<file path="config.mk">
export PLATFORM = sky130hd
export DESIGN_NAME = ercd8_iter_div
export DESIGN_NICKNAME = d
export VERILOG_FILES = /design/src/rtl/ercd_pkg.sv /design/src/rtl/ercd_div_step.sv /design/src/rtl/ercd8_iter_div.sv
export SDC_FILE = /design/constraint.sdc
export NUM_CORES = 1
export LEC_CHECK = 0
export CAP_MARGIN = 10
export CORE_MARGIN = 1
export CORE_UTILIZATION = 48
export CTS_BUF_LIST = sky130_fd_sc_hd__clkbuf_16
export DETAILED_ROUTE_END_ITERATION = 8
export GPL_TIMING_DRIVEN = 0
export MAX_ROUTING_LAYER = met4
export PLACE_DENSITY = 0.88
export SYNTH_ARGS = -nofsm -noshare
export SYNTH_HDL_FRONTEND = slang
export SYNTH_SLANG_ARGS = --single-unit
</file>
<file path="constraint.sdc">
create_clock -name clk -period 3.2 [get_ports clk]
set_clock_uncertainty 0.15 [all_clocks]
set_input_delay 0.64 -clock clk [delete_from_list [all_inputs] [get_ports clk]]
set_output_delay 0.64 -clock clk [all_outputs]
set_load 0.01 [all_outputs]
</file>
<file path="src/rtl/ercd_pkg.sv">
// Shared definitions for the ercd iterative divider: FSM states, default widths
// and the saturated all-ones result returned on divide-by-zero or overflow.
package ercd_pkg;

  localparam int DW_DEF    = 8;
  localparam int CNT_W_DEF = 4;

  // Wide enough for any practical DW; callers slice [DW-1:0].
  localparam logic [63:0] ERR_ONES = '1;

  typedef enum logic [1:0] {
    IDLE = 2'd0,
    CALC = 2'd1,
    DONE = 2'd2
  } state_t;

endpackage

</file>
<file path="src/rtl/ercd_div_step.sv">
// One combinational restoring-division step: shift in the next dividend bit,
// trial-subtract the divisor and emit one quotient bit.
module ercd_div_step #(
  parameter int DW = 8
) (
  input  logic [DW-1:0] i_pr,
  input  logic          i_bit,
  input  logic [DW-1:0] i_div,
  output logic [DW-1:0] o_pr,
  output logic          o_q
);

  logic [DW:0] w_t;

  assign w_t = {i_pr, i_bit};

  // The compare is DW+1 bits wide; the difference is always below the divisor,
  // so its low DW bits carry the full result.
  always_comb begin
    if (w_t >= {1'b0, i_div}) begin
      o_pr = w_t[DW-1:0] - i_div;
      o_q  = 1'b1;
    end else begin
      o_pr = w_t[DW-1:0];
      o_q  = 1'b0;
    end
  end

endmodule

</file>
<file path="src/rtl/ercd8_iter_div.sv">
// Iterative restoring divider (2*DW / DW -> DW quotient + remainder), one quotient
// bit per clock, valid/ready on both sides. DIV_APPROX_EN adds truncated iterations.
module ercd8_iter_div
  import ercd_pkg::*;
#(
  parameter int DW    = DW_DEF,
  parameter int CNT_W = CNT_W_DEF
) (
  input  logic            clk,
  input  logic            rst_n,
  input  logic            in_vld,
  output logic            in_rdy,
  input  logic [2*DW-1:0] dat_in_a,
  input  logic [DW-1:0]   dat_in_b,
`ifdef DIV_APPROX_EN
  input  logic [2:0]      trunc,
`endif
  output logic            out_vld,
  input  logic            out_rdy,
  output logic [DW-1:0]   dat_o_quo,
  output logic [DW-1:0]   dat_o_rem,
  output logic            err_div0,
  output logic            err_ovf
);

  state_t r_state, w_state_next;

  logic [DW-1:0]    r_pr, r_sh, r_div, r_quo, r_rem;
  logic [CNT_W-1:0] r_cnt;
  logic             r_err_div0, r_err_ovf;

  logic             w_idle, w_bad_div0, w_bad_ovf, w_bad, w_last, w_q, w_bit_in;
  logic [DW-1:0]    w_pr_in, w_div_in, w_pr_n, w_quo_n, w_quo_fin, w_rem_fin;
  logic [CNT_W-1:0] w_cnt_cur, w_cnt_inc, w_iters, w_trunc_cur;

  assign w_idle     = (r_state == IDLE);
  assign w_bad_div0 = (dat_in_b == '0);
  assign w_bad_ovf  = (dat_in_a[2*DW-1:DW] >= dat_in_b);
  assign w_bad      = w_bad_div0 | w_bad_ovf;

  // The first step runs on the accepting edge straight from the input operands,
  // so a full division completes DW cycles after accept.
  assign w_pr_in   = w_idle ? dat_in_a[2*DW-1:DW] : r_pr;
  assign w_bit_in  = w_idle ? dat_in_a[DW-1]      : r_sh[DW-1];
  assign w_div_in  = w_idle ? dat_in_b            : r_div;
  assign w_cnt_cur = w_idle ? '0                  : r_cnt;
  assign w_cnt_inc = w_cnt_cur + CNT_W'(1);

  ercd_div_step #(.DW(DW)) u_step (
    .i_pr  (w_pr_in),
    .i_bit (w_bit_in),
    .i_div (w_div_in),
    .o_pr  (w_pr_n),
    .o_q   (w_q)
  );

`ifdef DIV_APPROX_EN
  logic [CNT_W-1:0] r_trunc, w_trunc_in;

  assign w_trunc_in  = (int'(trunc) >= DW) ? CNT_W'(DW - 1) : CNT_W'(trunc);
  assign w_trunc_cur = w_idle ? w_trunc_in : r_trunc;
`else
  assign w_trunc_cur = '0;
`endif

  assign w_iters   = CNT_W'(DW) - w_trunc_cur;
  assign w_last    = (w_cnt_inc == w_iters);
  assign w_quo_n   = (w_idle ? '0 : (r_quo << 1)) | DW'(w_q);
  assign w_quo_fin = w_quo_n << w_trunc_cur;
  assign w_rem_fin = (w_trunc_cur != '0) ? '0 : w_pr_n;

  always_ff @(posedge clk or negedge rst_n) begin
    if (!rst_n) r_state <= IDLE;
    else        r_state <= w_state_next;
  end

  always_comb begin
    w_state_next = r_state;
    in_rdy       = 1'b0;
    out_vld      = 1'b0;
    case (r_state)
      IDLE: begin
        in_rdy = 1'b1;
        if (in_vld) w_state_next = (w_bad || w_last) ? DONE : CALC;
      end
      CALC: begin
        if (w_last) w_state_next = DONE;
      end
      DONE: begin
        out_vld = 1'b1;
        if (out_rdy) w_state_next = IDLE;
      end
      default: w_state_next = IDLE;
    endcase
  end

  always_ff @(posedge clk or negedge rst_n) begin
    if (!rst_n) begin
      r_pr       <= '0;
      r_sh       <= '0;
      r_div      <= '0;
      r_quo      <= '0;
      r_rem      <= '0;
      r_cnt      <= '0;
      r_err_div0 <= 1'b0;
      r_err_ovf  <= 1'b0;
`ifdef DIV_APPROX_EN
      r_trunc    <= '0;
`endif
    end else begin
      case (r_state)
        IDLE: if (in_vld) begin
          r_err_div0 <= w_bad_div0;
          r_err_ovf  <= !w_bad_div0 && w_bad_ovf;
          if (w_bad) begin
            r_quo <= ERR_ONES[DW-1:0];
            r_rem <= ERR_ONES[DW-1:0];
          end else begin
            r_pr  <= w_pr_n;
            r_sh  <= dat_in_a[DW-1:0] << 1;
            r_div <= dat_in_b;
            r_cnt <= w_cnt_inc;
            r_quo <= w_last ? w_quo_fin : w_quo_n;
            if (w_last) r_rem <= w_rem_fin;
`ifdef DIV_APPROX_EN
            r_trunc <= w_trunc_in;
`endif
          end
        end
        CALC: begin
          r_pr  <= w_pr_n;
          r_sh  <= r_sh << 1;
          r_cnt <= w_cnt_inc;
          r_quo <= w_last ? w_quo_fin : w_quo_n;
          if (w_last) r_rem <= w_rem_fin;
        end
        DONE: if (out_rdy) begin
          r_err_div0 <= 1'b0;
          r_err_ovf  <= 1'b0;
        end
        default: ;
      endcase
    end
  end

  assign dat_o_quo = r_quo;
  assign dat_o_rem = r_rem;
  assign err_div0  = r_err_div0;
  assign err_ovf   = r_err_ovf;

endmodule

</file>
Word-level counts from Yosys, hierarchy flattened --
Cells that the tools add are included.
Storage, ports and cells: memory bits (read-only) 0, flip-flop bits (word level) 48, memories kept 0, input bits 28, memory bits (writable) 0, bits in latches 0
Operators by class: divide/modulo/power cells 0, muxes and demuxes 35, reduce and logical (&&, ||, !) cells 12, bitwise operators 3, equality and inequality tests 7, magnitude comparators 2, add/subtract/negate cells 2, multipliers 0, shift-type cells 0
Operators by type and width (number):
- $mux 8 | 13
- $pmux 8 s2 | 4
- $mux 4 | 3
- $reduce_and 3->1 | 4
- $ge 9x8->1 | 1
- $ge 8x8->1 | 1
- $logic_not 8->1 | 1
- $mux 2 | 4
- $ne 2x2->1 const B | 4
- $or 8x1->8 | 1
- $pmux 4 s2 | 1
- $sub 8x8->8 | 1
- $mux 1 | 7
- $pmux 2 s3 | 1
- $add 4x1->4 const B | 1
- $eq 4x4->1 const B | 1
- $pmux 1 s2 | 2
- $reduce_bool 2->1 | 2
- $eq 2x1->1 const B | 1
- $eq 2x2->1 const B | 1
- $logic_not 2->1 | 1
- $reduce_and 2->1 | 1
- $logic_and 1x1->1 | 1
- $logic_not 1->1 | 1
- 3 further kinds | 3

Logic depth before layout (Yosys ltp) --
depth in word-level cells 8, mapped depth 12, mapped depth without buffers 10

Hierarchy --
A second synthesis with hierarchy kept.
Second synthesis, totals: cells, all modules 286, area, all modules 3057.9 um^2
Modules (own cells, without submodules):
- ercd8_iter_div | times used 1, area each 2524.9 um^2, seq. area each 1176.1 um^2, cells an instance 218
- ercd_div_step | times used 1, area each 533.0 um^2, seq. area each 0.0 um^2, cells an instance 68

Worst setup path after synthesis --
Ideal clock, no wire load.
path type reg-to-reg, from register r_state[1], to register r_pr[2], path buffers 3, period minus slack after synthesis 3.614 ns, cell stages (with the launch flop) 12, arrival time 3.339 ns, setup slack -0.414 ns, path through dfrtp_1 > buf_2 > nor2_2 > buf_2 > buf_1 > mux2i_1 > ha_1 > a21o_1 > a31o_2 > a221oi_4 > mux2_2 > mux2_2
Between the ends: cells in the longest elaborated chain, start to end 7
Ends and longest elaborated chain:
- start: declaration | line ercd8_iter_div.sv:26 | state_t r_state, w_state_next;
- start signal: assignment | line ercd8_iter_div.sv:74 | else r_state <= w_state_next;
- $logic_not 2->1 | line ercd8_iter_div.sv:36, ercd8_iter_div.sv:111
- $mux 1 (tied with other cells) | line ercd8_iter_div.sv:44 | assign w_bit_in = w_idle ? dat_in_a[DW-1] : r_sh[DW-1];
- $sub 8x8->8 or $ge 9x8->1 (tied branches) | line ercd_div_step.sv:21, ercd_div_step.sv:20
- $mux 8 | line ercd_div_step.sv:20 | if (w_t >= {1'b0, i_div}) begin
- $mux 8 | line ercd8_iter_div.sv:115 | if (w_bad) begin
- $mux 8 | line ercd8_iter_div.sv:112 | IDLE: if (in_vld) begin
- $pmux 8 s2 | line ercd8_iter_div.sv:111 | case (r_state)
- end signal: assignment | line ercd8_iter_div.sv:119 | r_pr <= w_pr_n;
- end signal: assignment | line ercd8_iter_div.sv:131 | r_pr <= w_pr_n;
- end: declaration | line ercd8_iter_div.sv:28 | logic [DW-1:0] r_pr, r_sh, r_div, r_quo, r_rem;
Parallel ways exist; a longest one is shown, timed or not. The select of a mux whose other input is x is not followed. A chain may end at the register's enable or synchronous reset.

Final worst setup path --
from input port dat_in_a[7], to register r_pr[6]
Between the ends: cells in the longest elaborated chain, start to end 6
Ends and longest elaborated chain:
- start: declaration | line ercd8_iter_div.sv:13 | input logic [2*DW-1:0] dat_in_a,
- $mux 1 * | line ercd8_iter_div.sv:44
- $sub 8x8->8 or $ge 9x8->1 (tied branches) | line ercd_div_step.sv:21, ercd_div_step.sv:20
- $mux 8 * | line ercd_div_step.sv:20
- $mux 8 | line ercd8_iter_div.sv:115
- $mux 8 | line ercd8_iter_div.sv:112
- $pmux 8 s2 * | line ercd8_iter_div.sv:111
Every way passes the cells marked *; elsewhere a longest branch is shown, timed or not. The select of a mux whose other input is x is not followed.

==> run metrics <==
die area 0.00639 sq mm; clk_lat worst skew 0.29 ns; Final setup viols 1; vias in the first global route 2316; Design Area, Final 0.00397 sq mm; DRC violations left 0; hold-fix buffers at CTS 0; Mapped Nets 303; Core Footprint 0.00589 sq mm; DR iter-0 viols 159; die height 80.0 microns; Total Nets Final 378; VDD IR max 0.000626 V; DP HPWL 4830 microns; clk buf depth 2; first-pass GRT wire length 11100 microns; largest area contributor in the netlist dfrtp_1; Fin. Hold Viols 0; PwrDens 1290 mW/mm^2; GRT Overall Usage 23.5%; Post-synth EDFFs 0; failing checks negative setup slack; NetSw 1.97 mW; cell with the most instances after synthesis dfrtp_1; Fillers 435; Yosys warnings 0; Worst Setup Start Kind input pin; fin. max-slew vios 0; pin count of the biggest net entering global routing 33; register area 0.00118 sq mm; Max Freq 309 MHz; Power, Total 5.11 mW; top cells by instance count after synthesis dfrtp_1 (47), mux2_2 (42), ha_1 (17), inv_1 (17); Root Buffer clkbuf_16; Congestion Overflow GR 0; Yosys cell types 55; ANT cells 0; Worst-path clk slew 0.07 ns; Setup CP Type in2reg; worst path required time 3.23 ns; I/O Pins 48; post-route setup slack -0.0386 ns; CP arrival 3.27 ns; Sw Share 38.6%; initial antenna violation count 0; post-synthesis instance total 257; global placer's final weighted congestion 0.858; asr flop ratio synth 100%; worst rel slew slack 63.7%; Worst Path Max Fanout 3; Synth top area share 40.3%; Worst-Margin Slew 0.542 ns; RSZ-0062 raised after global routing yes; P_int 3.14 mW; Comb power frac 69.3%; Starting Density 49.6%; Crit. End Element flip-flop; DR vias/cell 5.93; Avg Inst Size Synth 11.3 sq um; die span in x 80.0 microns; via count 2421; post-synthesis sequential area ratio 40.3%; Synth area leaders dfrtp_1 (40%), mux2_2 (16%), ha_1 (7.3%), mux2i_1 (3.4%), o221a_2 (2.7%); clock sinks 47; final WL 7210 microns; max_cap viols 0; TritonCTS clock tree yes; Final ANT Viol Nets 0; Clk network pwr share 10.2%; synth-to-layout area growth 36.1%; hold crit path type in2async; Yosys reg bits 47; share of cells above drive strength 1 32.4%; htree depth 2; CTS buffer count 5; Final min period 3.24 ns; Placement Cell Area 0.00353 sq mm; Reg power frac 20.6%; drt pass-1 iters 4; num rows 28; Final Util 67.4%; outcome complete, but fails checks; top_reg_cell synth dfrtp_1; IO buf count 47; Synth Cell Area 0.00292 sq mm; Pleak 1.70 nW; multi-input logic area 0.00175 sq mm; drt wl/cell 17.7 microns; period utilization 101%
[power by group through the flow]
stage | clock (mW) | combinational [mW] | sequential, mW
after floorplan | 0 | 2.09 | 1.04
after global placement | 0 | 2.70 | 1.04
after detailed placement | 0 | 2.78 | 1.05
after CTS | 0.517 | 3.19 | 1.04
after global routing | 0.547 | 3.81 | 1.09
final | 0.521 | 3.54 | 1.05
[metrics by stage]
stage / setup WS [ns] / TNS (ns) / hold slack [ns] / std cells
after global placement: -0.509 / -7.30 / 0.324 / 379
after floorplan: 0.0380 / 0 / 0.194 / 257
after detailed placement: -0.576 / -9.50 / 0.328 / 380
after CTS: -0.00334 / -0.00334 / 0.133 / 399
after global routing: -0.140 / -0.301 / 0.149 / 408
final: -0.0386 / -0.0386 / 0.122 / 408
[layout make-up]
cell class	instances	area share (%)
Timing Repair Buffer	69	17.0
Inverter	17	1.61
Clock inverter	3	0.441
Tap cell	75	2.36
Sequential cell	47	29.7
Buffer	8	1.58
Multi-Input combinational cell	184	44.2
Clock buffer	5	3.15
[registers in the layout, indices dropped and copies added (netlist names)]
| name | flops |
|---|---|
| dat_o_quo | 8 |
| dat_o_rem | 8 |
| err_div0 | 1 |
| err_ovf | 1 |
| r_cnt | 4 |
| r_div | 8 |
| r_pr | 8 |
| r_sh | 7 |
| r_state | 2 |
[metal layers]
layer	share of wire (%)	vias up	global-route usage, %
li1	-	1125	-
met1	46	1203	31.6
met2	47	83	37.0
met3	5.4	10	3.77
met4	1.2	0	5.89
met5	0	-	-
[layout by cell type (no fill, tap or decap), types with 5 or more instances in the layout]
| master | netlist | routed |
|---|---|---|
| dfrtp_1 | 47 | 45 |
| clkdlybuf4s50_1 | 0 | 45 |
| mux2_2 | 42 | 37 |
| buf_4 | 1 | 19 |
| inv_1 | 17 | 17 |
| ha_1 | 17 | 11 |
| nor2_1 | 10 | 10 |
| o21ai_0 | 9 | 7 |
| o221a_2 | 7 | 7 |
| o22a_1 | 7 | 7 |
| nand2_1 | 6 | 6 |
| mux2_4 | 0 | 5 |
| nor2b_1 | 5 | 5 |
| mux2i_1 | 10 | 5 |
| a21oi_1 | 6 | 5 |
| clkbuf_16 | 0 | 5 |
[final timing paths]
path                             startpoint         end  slack (ns)  cells past startpoint
worst max-delay path            dat_in_a[7]     r_pr[6]       -0.04                     10
worst min-delay path                  rst_n    r_div[5]        0.12                      1
worst max register to register   r_state[0]     r_pr[6]       -0.03                     11
worst min register to register     r_cnt[3]    r_cnt[3]        0.34                      1
max in group asynchronous             rst_n  r_state[0]        2.26                      2
min in group clk                   r_cnt[3]    r_cnt[3]        0.34                      1
[worst max-delay path: stages]
cell and delay [ns]:
clkdlybuf4s50_1 0.43, mux2i_2 0.26, ha_4 0.19, inv_1 0.04
fa_1 0.43, a211oi_2 0.32, nor2_1 0.10, a211o_1 0.27
mux2_4 0.29, mux2_2 0.28
[what timing repair did]
item                                    CTS  global route
pin swaps                                 6             5
buffers inserted                         11             9
cloned                                    1             0
endpoints found under the setup margin   15            13
gates resized for setup                  17            15
[cell families (layout without fill, tap and decap cells)]
| kind of cell | after synthesis | in the layout | share of synthesized area [%] |
|---|---|---|---|
| AO/OA/AOI/OAI | 60 | 60 | 17.0 |
| XOR/XNOR | 3 | 3 | 0.901 |
| adder cells (fa/ha/maj) | 18 | 18 | 7.98 |
| buffers and inverters | 26 | 102 | 3.60 |
| flip-flops | 47 | 47 | 40.3 |
| multiplexers | 52 | 52 | 19.6 |
| AND/OR/NAND/NOR | 51 | 51 | 10.5 |
Note: power is estimated with default switching activity, not from simulation.
